[src/rtl/stg_fifo_hs.sv]
// stg_fifo_hs: clocked token FIFO between two four-phase return-to-zero
// handshakes. Upstream pushes with Rin/Ain, downstream pops with Rout/Aout.
// Every output comes straight from a register, so there is no combinational
// path from any input to any output. A sticky flag records handshake misuse.
module stg_fifo_hs #(
  parameter  int WIDTH = 128,
  parameter  int DEPTH = 4,
  localparam int AW    = $clog2(DEPTH)
) (
  input  logic             clk,
  input  logic             reset,
  input  logic             Rin,
  output logic             Ain,
  input  logic [WIDTH-1:0] data_in,
  output logic             Rout,
  input  logic             Aout,
  output logic [WIDTH-1:0] data_out,
  output logic [AW:0]      level,
  output logic             full,
  output logic             empty,
  output logic             proto_err
);

  localparam logic [AW:0] LVL_FULL = (AW+1)'(DEPTH);

  typedef enum logic {IN_IDLE, IN_ACK} in_st_t;
  typedef enum logic [1:0] {OUT_IDLE, OUT_REQ, OUT_RTZ} out_st_t;

  in_st_t           in_st;
  out_st_t          out_st;
  logic [WIDTH-1:0] mem [DEPTH];
  logic [AW-1:0]    wptr, rptr;
  logic             stall;   // Rin was high and refused last edge (FIFO full)
  logic             push, pop;

  // full/empty come from the registered level, so a pop never enables a
  // push on the same edge and a push never enables a load on the same edge.
  assign full  = (level == LVL_FULL);
  assign empty = (level == '0);

  assign push = (in_st == IN_IDLE) && Rin && !full;
  assign pop  = (out_st == OUT_REQ) && Aout;

  // Token storage; contents are don't-care after reset, so no reset here.
  always_ff @(posedge clk) begin
    if (push) mem[wptr] <= data_in;
  end

  // Upstream handshake: accept on request, hold Ain until Rin returns to zero.
  always_ff @(posedge clk) begin
    if (!reset) begin
      in_st <= IN_IDLE;
      Ain   <= 1'b0;
    end else begin
      case (in_st)
        IN_IDLE: if (Rin && !full) begin
          Ain   <= 1'b1;
          in_st <= IN_ACK;
        end
        IN_ACK: if (!Rin) begin
          Ain   <= 1'b0;
          in_st <= IN_IDLE;
        end
        default: begin
          Ain   <= 1'b0;
          in_st <= IN_IDLE;
        end
      endcase
    end
  end

  // Downstream handshake: present head token, retire it on Aout, and wait
  // for Aout to return to zero before presenting the next one.
  always_ff @(posedge clk) begin
    if (!reset) begin
      out_st   <= OUT_IDLE;
      Rout     <= 1'b0;
      data_out <= '0;
      rptr     <= '0;
    end else begin
      case (out_st)
        OUT_IDLE: if (!empty) begin
          data_out <= mem[rptr];
          Rout     <= 1'b1;
          out_st   <= OUT_REQ;
        end
        OUT_REQ: if (Aout) begin
          Rout   <= 1'b0;
          rptr   <= rptr + 1'b1;
          out_st <= OUT_RTZ;
        end
        OUT_RTZ: if (!Aout) begin
          // rptr and level already reflect the retired token here.
          if (!empty) begin
            data_out <= mem[rptr];
            Rout     <= 1'b1;
            out_st   <= OUT_REQ;
          end else begin
            out_st   <= OUT_IDLE;
          end
        end
        default: begin
          Rout   <= 1'b0;
          out_st <= OUT_IDLE;
        end
      endcase
    end
  end

  // Write pointer and occupancy; simultaneous push and pop cancel out.
  always_ff @(posedge clk) begin
    if (!reset) begin
      wptr  <= '0;
      level <= '0;
    end else begin
      if (push) wptr <= wptr + 1'b1;
      case ({push, pop})
        2'b10:   level <= level + 1'b1;
        2'b01:   level <= level - 1'b1;
        default: level <= level;
      endcase
    end
  end

  // Sticky protocol error: ack with nothing offered, or a refused request
  // withdrawn before it was ever acknowledged.
  always_ff @(posedge clk) begin
    if (!reset) begin
      stall     <= 1'b0;
      proto_err <= 1'b0;
    end else begin
      stall <= (in_st == IN_IDLE) && Rin && full;
      if ((out_st == OUT_IDLE) && Aout)
        proto_err <= 1'b1;
      if ((in_st == IN_IDLE) && !Rin && stall)
        proto_err <= 1'b1;
    end
  end

endmodule

[config.mk]
export PLATFORM = sky130hd
export DESIGN_NAME = stg_fifo_hs
export DESIGN_NICKNAME = d
export VERILOG_FILES = /design/src/rtl/stg_fifo_hs.sv
export SDC_FILE = /design/constraint.sdc
export NUM_CORES = 1
export LEC_CHECK = 0
export CORE_ASPECT_RATIO = 1.5
export CORE_MARGIN = 5
export CORE_UTILIZATION = 55
export DETAILED_ROUTE_END_ITERATION = 7
export PLACE_DENSITY = 0.83
export SLEW_MARGIN = 20
export SYNTH_ARGS = -nofsm -noshare
export SYNTH_HDL_FRONTEND = slang
export SYNTH_SLANG_ARGS = --single-unit
[constraint.sdc]
create_clock -name clk -period 14.1 [get_ports clk]
set_clock_uncertainty 0.2 [all_clocks]
set_input_delay 1.41 -clock clk [delete_from_list [all_inputs] [get_ports clk]]
set_output_delay 1.41 -clock clk [all_outputs]
set_load 0.01 [all_outputs]
# --- Word-level counts from Yosys, hierarchy flattened ---
# Memories as Yosys holds them, arrays and structs flattened. A register that Yosys moved wholly into a read port is not among the register bits.
# Cells that the tools add are included.
classes:
  add_sub_neg: 4
  multipliers: 0
  div: 0
  magnitude_cmp: 0
  eq_ne: 10
  shifts: 0
  n_mux: 25
  n_bitwise: 1
  reduce_logical: 20
op_table:
  columns: ["cell", "n"]
  rows:
  - ["$mux W128", 2]
  - ["$pmux W128 S2", 1]
  - ["$mux W1", 12]
  - ["$mux W2", 5]
  - ["$logic_and A1 B1 Y1", 8]
  - ["$ne A2 B2 Y1 const B", 4]
  - ["$reduce_and A2 Y1", 4]
  - ["$pmux W2 S3", 1]
  - ["$pmux W3 S2", 1]
  - ["$reduce_bool A2 Y1", 3]
  - ["$add A2 B1 Y2 const B", 2]
  - ["$eq A2 B1 Y1 const B", 2]
  - ["$eq A2 B2 Y1 const B", 2]
  - ["$pmux W1 S2", 2]
  - ["$add A3 B1 Y3 const B", 1]
  - ["$eq A3 B3 Y1 const B", 1]
  - ["$logic_not A3 Y1", 1]
  - ["$pmux W1 S3", 1]
  - ["$reduce_and A3 Y1", 1]
  - ["$sub A3 B1 Y3 const B", 1]
  - ["$logic_not A1 Y1", 2]
  - ["$logic_not A2 Y1", 1]
  - ["$ne A2 B1 Y1 const B", 1]
  - ["$not A1 Y1", 1]
word_totals:
  reg_bits: 142
  latchBits: 0
  ramBits: 512
  mem_bits_ro: 0
  output_inout_bits: 136
  memories: 1
memory_table:
  columns: ["memory", "depth", "word_bits", "rd", "rd_clocked_by_memory_dff", "wr", "line_no", "text"]
  rows:
  - ["mem", 4, 128, 1, 1, 1, "31", "logic [WIDTH-1:0] mem [DEPTH];"]

# --- Depth between registers and ports, before layout ---
# Gate-level depths: netlist of the first run.
logic_depth:
  depth_word: 5
  ltp_mapped: 9
  mapped_depth_nobuf: 8

# --- Least setup slack after synthesis of the first run ---
# Ideal clock, no wire load.
synth_timing:
  kind: "input -> register"
  from: "in Rin"
  to: "mem mem[0][0] (enable)"
  setup_time_ns: 0.503
  arrival_ns: 4.722
  path_slack_ns: 8.674
  path_stages: 2
  n_path_buf: 0
  path_cell_list: "nor2b_1 > and3_1"
synth_via:
  elab_chain_len: 4
synth_lines:
  columns: ["item", "line_no", "text"]
  rows:
  - ["start, declared", "12", "input logic Rin,"]
  - ["$logic_and A1 B1 Y1 (2 in a row)", "41", "assign push = (in_st == IN_IDLE) && Rin && !full;"]
  - ["$mux W1", "46", "if (push) mem[wptr] <= data_in;"]
  - ["$mux W1 (implied by the code)", "46", null]
  - ["end, declared", "31", null]
# No other way between the ends.

# --- Worst setup path in the final report of the first run ---
layout_timing:
  from: "in Rin"
  to: "mem mem[2][76] (enable)"
# Same word-level chain as after synthesis.

==> results.md, run 1 <==
* Worst VDD drop at ~0.14 mV
* RSZ-0062 raised after global routing: false
* DRC at 0
* Initial antenna violation count at 13
* Synthesized-area fraction occupied by and/or/nand/nor cells at 0.02747
* Gr usage total at 0.2154
* Critical Path AT at roughly 4.5 ns
* Post-synth top flop: edfxtp_1
* Vias in the first global route at around 13000
* Achievable Freq at ~220 MHz
* Status: completed
* TritonCTS buffer count at 55
* Via count at between 10000 and 15000
* DR pass1 iterations at 5
* CTS tree: yes
* Post-DP HPWL at ~30000 um
* Final period utilization at 0.3185
* Avg Synthesized Cell Area at ~20 um2
* Post-Synth Adder-Cell Area at 0.003500
* Synth area leader: edfxtp_1
* Critical path fanouts, max at between 50 and 60
* Layout cells sized above 1 at 0.1659
* Post-synth EDFFs at between 500 and 600
* WL/cell at 24.47 um
* Synth Area in XOR/XNOR at 0.001856
* Via density at between 5 and 6
* CP Launch Type: primary input
* Slew Viols, Final at 0
* Largest net degree at the start of global routing at just under 90
* Die height at about 260 um
* Min-Delay Path Class: flip-flop to flip-flop
* Final min period at between 4 and 5 ns
* Final Hold Viols at 0
* Synth area leaders: edfxtp_1 (65%), dfxtp_1 (12%), mux4_2 (12%)
* GP Congestion at between 0.7 and 0.8
* Mapped Cells at 1178
* Setup TNS Final at 0 ns
* Clk slew on worst S/H paths at ~0.060 ns
* FF-to-FF setup slack at between 10 and 15 ns
* Post-CTS setup buffer count at 0
* Core area at 0.04270 mm2
* Initial core utilization at 0.5525
* Final wirelength at 50670 um
* Power Density at 168.6 mW/mm2
* Die W at roughly 180 um
* Sequential share of the synthesized area at 0.7737
* Slew @ Worst Pin at ~1.1 ns
* Lkg Pwr at approximately 0.009 uW
* Iter 0 DRT Violations at roughly 1000
* Maximum root-to-sink buffer count at 3
* Post-route ant nets at 0
* Slew headroom at 0.2638
* Area grow syn2layout at 21.64%
* Final setup violating endpoints at 0
* Top-area cell type share of the netlist area at 0.6516
* Die ar. at 0.04723 mm2
* Synth cell types at 35
* Critical path required time at between 10 and 15 ns
* FFs w/ async S/R, synth at 0
* Max-cap violations at 0
* Compound-cell area share of the yosys netlist at 0.05234
* Post-CTS Resized at 0
* Path type of the worst setup path: primary input to flip-flop
* Rows at 93
* Leading cell type in the layout, fill and taps excluded: edfxtp_1
* # IOs at around 270
* Largest family of logic cells by synthesized area: multiplexers
* Grt ovf at 0
* Clk Latency, worst-skew pair at 0.58 ns
* Post-synthesis mux area share at 0.1222
* First-pass GRT wire length at ~77000 um
* Synth Register Bits at about 660
* Crit end category: flip-flop
* Yosys Warn Count at 0
* Commonest non-fill, non-tap cells in the layout: edfxtp_1 (512), clkdlybuf4s50_1 (266), dfxtp_1 (142)
* Post-Syn Area at between 0.02 and 0.025 mm2
* Nets@finish at roughly 1600
* Root Buffer: clkbuf_16
* Synthesized Nets at ~1300
* Sink Count at around 660
* # fillers at 2693
* Number of H-tree levels at 2
* Pwr Total at 4839 uW
* Hold_buf cts at 0
* Port bufs at 267
-- kinds of logic after synthesis --
| family | after synthesis |
|---|---|
| mux | 128 |
| compound gates | 143 |
| flops | 656 |
| buf+inv | 83 |
| fa+ha+maj | 6 |
| simple gates | 157 |
| xor+xnor | 5 |
-- per-layer routing --
layer	track usage	up-vias	share of wire
met5	0	-	0.00024
met4	0.09992	2	0.045
met3	0.03722	94	0.058
met2	0.3690	417	0.53
met1	0.2673	6190	0.36
li1	-	5286	-
-- cell usage after synthesis, drive strengths merged (4+ instances only) --
library cell	instances
a21oi	6
and3	5
buf	43
clkbuf	32
dfxtp	144
edfxtp	512
ha	5
inv	8
mux4	128
nand2	130
nor2	8
o21ai	4
o2bb2ai	128
xor2	4
-- worst max-delay path, cell delays in order --
cell             delay (ns)
clkdlybuf4s50_1        0.55
nor2b_1                0.43
and3_4                 0.52
buf_4                  0.67
buf_4                  0.75
-- state kept, by name (all words and copies together), names as in the netlist, named ones only --
signal / flops
mem: 512
data_out: 128
level: 3
out_st: 2
rptr: 2
wptr: 2
Ain: 1
Rout: 1
in_st: 1
proto_err: 1
stall: 1
-- metrics by stage --
step / setup slack [ns] / hold WS, ns / utilization / instance area (um2) / std cells
6_report: 9.609 / 0.2582 / 0.6721 / 28700 / 2071
5_1_grt: 9.454 / 0.2762 / 0.6721 / 28700 / 2070
4_1_cts: 9.642 / 0.2600 / 0.6708 / 28650 / 2058
3_5_place_dp: 8.996 / 0.2515 / 0.6256 / 26720 / 1956
3_3_place_gp: 9.074 / 0.2461 / 0.6256 / 26720 / 1956
2_1_floorplan: 8.674 / 0.2415 / - / 23600 / 1178
-- path summary, 6_finish.rpt --
kind                                           startpoint                        end  depth (start not counted)
worst min register to register  data_out[41]$_SDFFE_PN0P_  data_out[41]$_SDFFE_PN0P_                          2
worst max-delay path                                  Rin       mem[2][76]$_DFFE_PP_                          5
worst max register to register      level[0]$_SDFFE_PN0P_       mem[2][76]$_DFFE_PP_                          4
worst min-delay path            data_out[41]$_SDFFE_PN0P_  data_out[41]$_SDFFE_PN0P_                          2
-- report_power, final --
group,switching (uW),internal (uW)
combinational,428,434
clock,661,925
sequential,115,2280
total,1200,3640
-- final cells by class --
cell class | count | area (um2) | area share
Tap cell | 570 | 713.2 | 0.02485
Clock inverter | 25 | 325.3 | 0.01133
Clock buffer | 77 | 1603 | 0.05584
Inverter | 8 | 30.03 | 0.001046
Multi-Input combinational cell | 439 | 4920 | 0.1714
Timing Repair Buffer | 284 | 2818 | 0.09816
Antenna cell | 12 | 30.03 | 0.001046
Sequential cell | 656 | 18270 | 0.6363
Power figures use the tool's default switching activity.
==> inputs of run 2 (changes only) <==
Clock period 14.1 ns to 4.5 ns, I/O delays scaled along.
==> run 2 against run 1 <==
Effect of this change: sequential share of layout area decreased by 0.14 points; global-route usage shrank 0.24 points; non-clock buffer count shrank 4; total power grew to 3.1 times the previous value; via count decreased by 0.58%.
==> results.md, run 2 (synthesis results as in run 1) <==
* Status: completed
* Largest net degree at the start of global routing at between 100 and 150
* Multi-input gate area at a little under 0.005 mm2
* Maximum root-to-sink buffer count at 3
* Final Hold Viols at 0
* Hold Path Depth at 3
* Via count at between 10000 and 15000
* Crit end category: output port
* Via density at between 5 and 6
* Setup TNS Final at 0 ns
* Layout cells sized above 1 at 0.1608
* Iter 0 DRT Violations at ~830
* GP Congestion at ~0.79
* Largest Register: mem
* TritonCTS buffer count at 55
* Power Density at between 500 and 600 mW/mm2
* Area grow syn2layout at 21.92%
* Max-cap violations at 0
* Nets@finish at ~1600
* Slew headroom at 0.3473
* Achievable Freq at 346.9 MHz
* CP Launch Type: flip-flop
* WL/cell at 24.37 um
* Finished Core Util at 0.6737
* CTS tree: yes
* Initial antenna violation count at 13
* DRC at 0
* DR pass1 iterations at 5
* First-pass GRT wire length at ~76000 um
* Final min period at ~2.9 ns
* Worst VDD drop at between 0.4 and 0.5 mV
* Slew @ Worst Pin at about 1 ns
* Rows at 93
* Top flop regs: mem: 512 flops, data_out: 128 flops, level: 3 flops
* Lkg Pwr at around 0.009 uW
* RSZ-0062 raised after global routing: false
* Port bufs at 267
* Gr usage total at 0.2131
* Critical path required time at 3.85 ns
* Max reg flops at slightly above 500
* Final worst slack at about 1.6 ns
* Sequential cell area at 0.01827 mm2
* Vias in the first global route at about 13000
* Hold_buf cts at 0
* Root Buffer: clkbuf_16
* # fillers at between 2000 and 3000
* Post-DP HPWL at 29470 um
* Clk slew on worst S/H paths at 0.07 ns
* Dpl ws at 1.252 ns
* Number of H-tree levels at 2
* Reg2Reg Depth at 3
* Die ar. at between 0.04 and 0.05 mm2
* Post-route ant nets at 0
* Initial core utilization at 0.5525
* Sink Count at 656
* Path type of the worst setup path: flip-flop to output port
* Commonest non-fill, non-tap cells in the layout: edfxtp_1 (512), clkdlybuf4s50_1 (266), dfxtp_1 (142)
* Critical Path AT at 2.23 ns
* Grt ovf at 0
* Die W at ~180 um
* Clk Latency, worst-skew pair at just under 0.6 ns
* Post-CTS setup buffer count at 0
* Final period utilization at 0.6405
* Min-Delay Path Class: primary input to flip-flop
* Die height at around 260 um
* Slew Viols, Final at 0
* Critical path fanouts, max at 9
* # IOs at between 200 and 300
* Final setup violating endpoints at 0
* Post-CTS Resized at 0
* Core area at around 0.043 mm2
* Leading cell type in the layout, fill and taps excluded: edfxtp_1
* Final wirelength at ~50000 um
run 2: layer usage:
layer  track usage  wire (um)  vias up
li1              -          -     5276
met1        0.2724      18680     6149
met2        0.3573      26800      397
met3       0.03421       2745       97
met4        0.1022       2220        0
met5             0          0        -
run 2: through the flow:
stage	total power [uW]	area, um2	cells	hold WS [ns]
3_5_place_dp	10380	26810	1953	0.2525
6_report	15220	28770	2070	0.03671
3_3_place_gp	10280	26810	1953	0.2457
5_1_grt	15810	28770	2069	0.03650
4_1_cts	15350	28730	2056	0.01752
2_1_floorplan	9001	23600	1178	0.2415
run 2: report_power, final:
| part | internal [uW] | switching (uW) | total [uW] |
|---|---|---|---|
| Sequential | 7130 | 376 | 7510 |
| Combinational | 1380 | 1350 | 2730 |
| Clock | 2920 | 2070 | 4980 |
run 2: critical path, cell delays in order (launching register included):
cell             delay, ns
dfxtp_1               0.37
or3b_1                0.56
inv_2                 0.16
clkdlybuf4s50_1       0.55
run 2: cell type report:
type | instances | area share
Clock inverter | 32 | 0.01379
Timing Repair Buffer | 280 | 0.1001
Tap cell | 570 | 0.02479
Antenna cell | 14 | 0.001218
Sequential cell | 656 | 0.6349
Inverter | 8 | 0.001044
Multi-Input combinational cell | 439 | 0.1710
Clock buffer | 71 | 0.05315
run 2: path summary, 6_finish.rpt:
kind	start	slack (ns)	endpoint
worst max-delay path	level[0]$_SDFFE_PN0P_	1.62	full
worst max register to register	level[0]$_SDFFE_PN0P_	1.87	mem[3][118]$_DFFE_PP_
worst min register to register	data_out[83]$_SDFFE_PN0P_	0.26	data_out[83]$_SDFFE_PN0P_
worst min-delay path	reset	0.04	proto_err$_SDFFE_PN0P_
==> inputs of run 3 (changes only) <==
Clock period 4.5 ns to 2.88 ns, I/O delays scaled along.
==> run 3 against run 2 <==
Effect of this change: critical path type unchanged; first-iteration DRC count is 11% higher; via count is 0.29% higher; critical endpoint unchanged; global-route usage is 0.20 points lower; final area is 0.63% higher; critical path depth is 1 higher; setup slack worse by 1.4 ns; largest power group unchanged; routed wire length is 1.2% lower; combinational power is 63% higher; total power is 52% higher.
==> results.md, run 3 (synthesis results as in run 1) <==
* Initial antenna violation count at 8
* Via density at roughly 5.7
* Die height at between 200 and 300 um
* Final min period at roughly 2.7 ns
* Min-Delay Path Class: primary input to flip-flop
* # IOs at around 270
* Vias in the first global route at about 13000
* Number of H-tree levels at 2
* Die ar. at 0.04723 mm2
* Lkg Pwr at 0.009104 uW
* Post-DP HPWL at 30590 um
* Slew Viols, Final at 0
* Leading cell type in the layout, fill and taps excluded: edfxtp_1
* Die W at about 180 um
* Critical Path AT at roughly 2.2 ns
* Largest net degree at the start of global routing at roughly 130
* Achievable Freq at between 300 and 400 MHz
* Cell area after placement at about 0.027 mm2
* Path type of the worst setup path: flip-flop to output port
* RSZ-0062 raised after global routing: false
* Commonest non-fill, non-tap cells in the layout: edfxtp_1 (512), clkdlybuf4s50_1 (266), dfxtp_1 (142)
* DRC at 0
* Area grow syn2layout at 22.68%
* DR pass1 iterations at 5
* Port bufs at between 200 and 300
* Power Density at 800.6 mW/mm2
* Worst VDD drop at 0.6624 mV
* Finished Core Util at 0.6779
* Delay-heaviest family, CP: buffers and inverters
* Max reg flops at slightly above 500
* Final period utilization at 0.9366
* Iter 0 DRT Violations at a little over 900
* Max stage delay on crit path at between 0.5 and 0.6 ns
* Top flop regs: mem: 512 flops, data_out: 128 flops, level: 3 flops
* Maximum root-to-sink buffer count at 3
* Rows at slightly above 90
* Nets@finish at between 1500 and 2000
* Slew @ Worst Pin at 0.7244 ns
* Clk Latency, worst-skew pair at between 0.5 and 0.6 ns
* Status: completed
* WL/cell at about 24 um
* Initial core utilization at 0.5525
* First-pass GRT wire length at about 76000 um
* Final instance area at roughly 0.029 mm2
* Core area at 0.04270 mm2
* Layout cells sized above 1 at 0.1703
* Buf+Inv Stages, Crit Path at 3
* Largest Register: mem
* TritonCTS buffer count at 56
* Final wirelength at 49840 um
* Via count at around 12000
* Post-route ant nets at 0
* Root Buffer: clkbuf_16
* Worst-path cell chain: or3b_1 -> buf_4 -> inv_2 -> clkdlybuf4s50_1
* CTS tree: yes
* Post-CTS Resized at 0
* Critical path fanouts, max at 8
* GP Congestion at about 0.76
* Critical path required time at about 2.4 ns
* Sink Count at around 660
* Gr usage total at 0.2111
* Max-cap violations at 0
* Final setup violating endpoints at 0
* Final Hold Viols at 0
* Clk slew on worst S/H paths at 0.06 ns
* Crit end category: output port
* Critical Path Slowest Stage Cell: clkdlybuf4s50_1
* Grt ovf at 0
* CP Launch Type: flip-flop
* Slew headroom at 0.5171
run 3: cell count changes in the layout (fill, tap and decap cells not counted), moves of 2 or more:
cell and change:
clkbuf_8 -2, clkinv_1 -5, diode_2 -6, buf_4 +12, buf_12 +15, clkinvlp_4 -4
clkinv_2 +5, clkbuf_1 +14, bufinv_16 -7
run 3: metrics by stage:
step                hold WS (ns)  worst slack (ns)  total power, uW  std cells  setup TNS, ns
finish                    0.1458            0.1827            23180       2093              0
global placement          0.2459            0.3712            16180       1980              0
floorplan                 0.1869           -0.2097            14060       1178        -107.37
CTS                       0.1101            0.1641            23410       2085              0
detailed placement        0.2519            0.3320            16330       1980              0
global route              0.1287           0.09570            24130       2092              0
run 3: final cells by class:
class / instances / area, um2
multi-input cells: 439 / 4920
diodes: 8 / 20.02
clock inverters: 21 / 166.4
inverters: 8 / 30.03
well taps: 570 / 713.2
repair buffers: 308 / 3281
flip-flops and latches: 656 / 18270
fillers: 2699 / 13760
clock buffers: 83 / 1554
run 3: repair_timing:
action,4_1_cts,5_1_grt
hold endpoints to repair,11,0
hold buffers,1,0
setup buffers,0,0
endpoints found under the setup margin,0,0
run 3: worst reg2reg max path, stage by stage (launching register included):
cell     delay, ns
dfxtp_1       0.40
or3b_1        0.41
nand2_1       0.12
ha_1          0.20
inv_1         0.06
fa_1          0.38
xor2_1        0.17
or3_1         0.32
a21oi_1       0.15
run 3: power by group:
part           switching (uW)  internal (uW)
logic                    2160           2270
clock network            3150           3920
registers                 533          11100
run 3: path summary, 6_finish.rpt:
kind                                     to                       from  cells after the start  slack, ns
hold / removal         mem[1][37]$_DFFE_PP_                data_in[37]                      1       0.15
setup reg to reg      level[2]$_SDFFE_PN0P_      level[2]$_SDFFE_PN0P_                      8       0.42
setup / recovery                       full      level[2]$_SDFFE_PN0P_                      4       0.18
hold reg to reg   data_out[63]$_SDFFE_PN0P_  data_out[63]$_SDFFE_PN0P_                      2       0.26
run 3: routing by layer:
layer | up-vias | global-route usage | share of wire
met5 | - | 0 | 0.00024
met4 | 2 | 0.08076 | 0.035
met3 | 99 | 0.03622 | 0.054
met2 | 375 | 0.3781 | 0.55
met1 | 6142 | 0.2540 | 0.36
li1 | 5336 | - | -
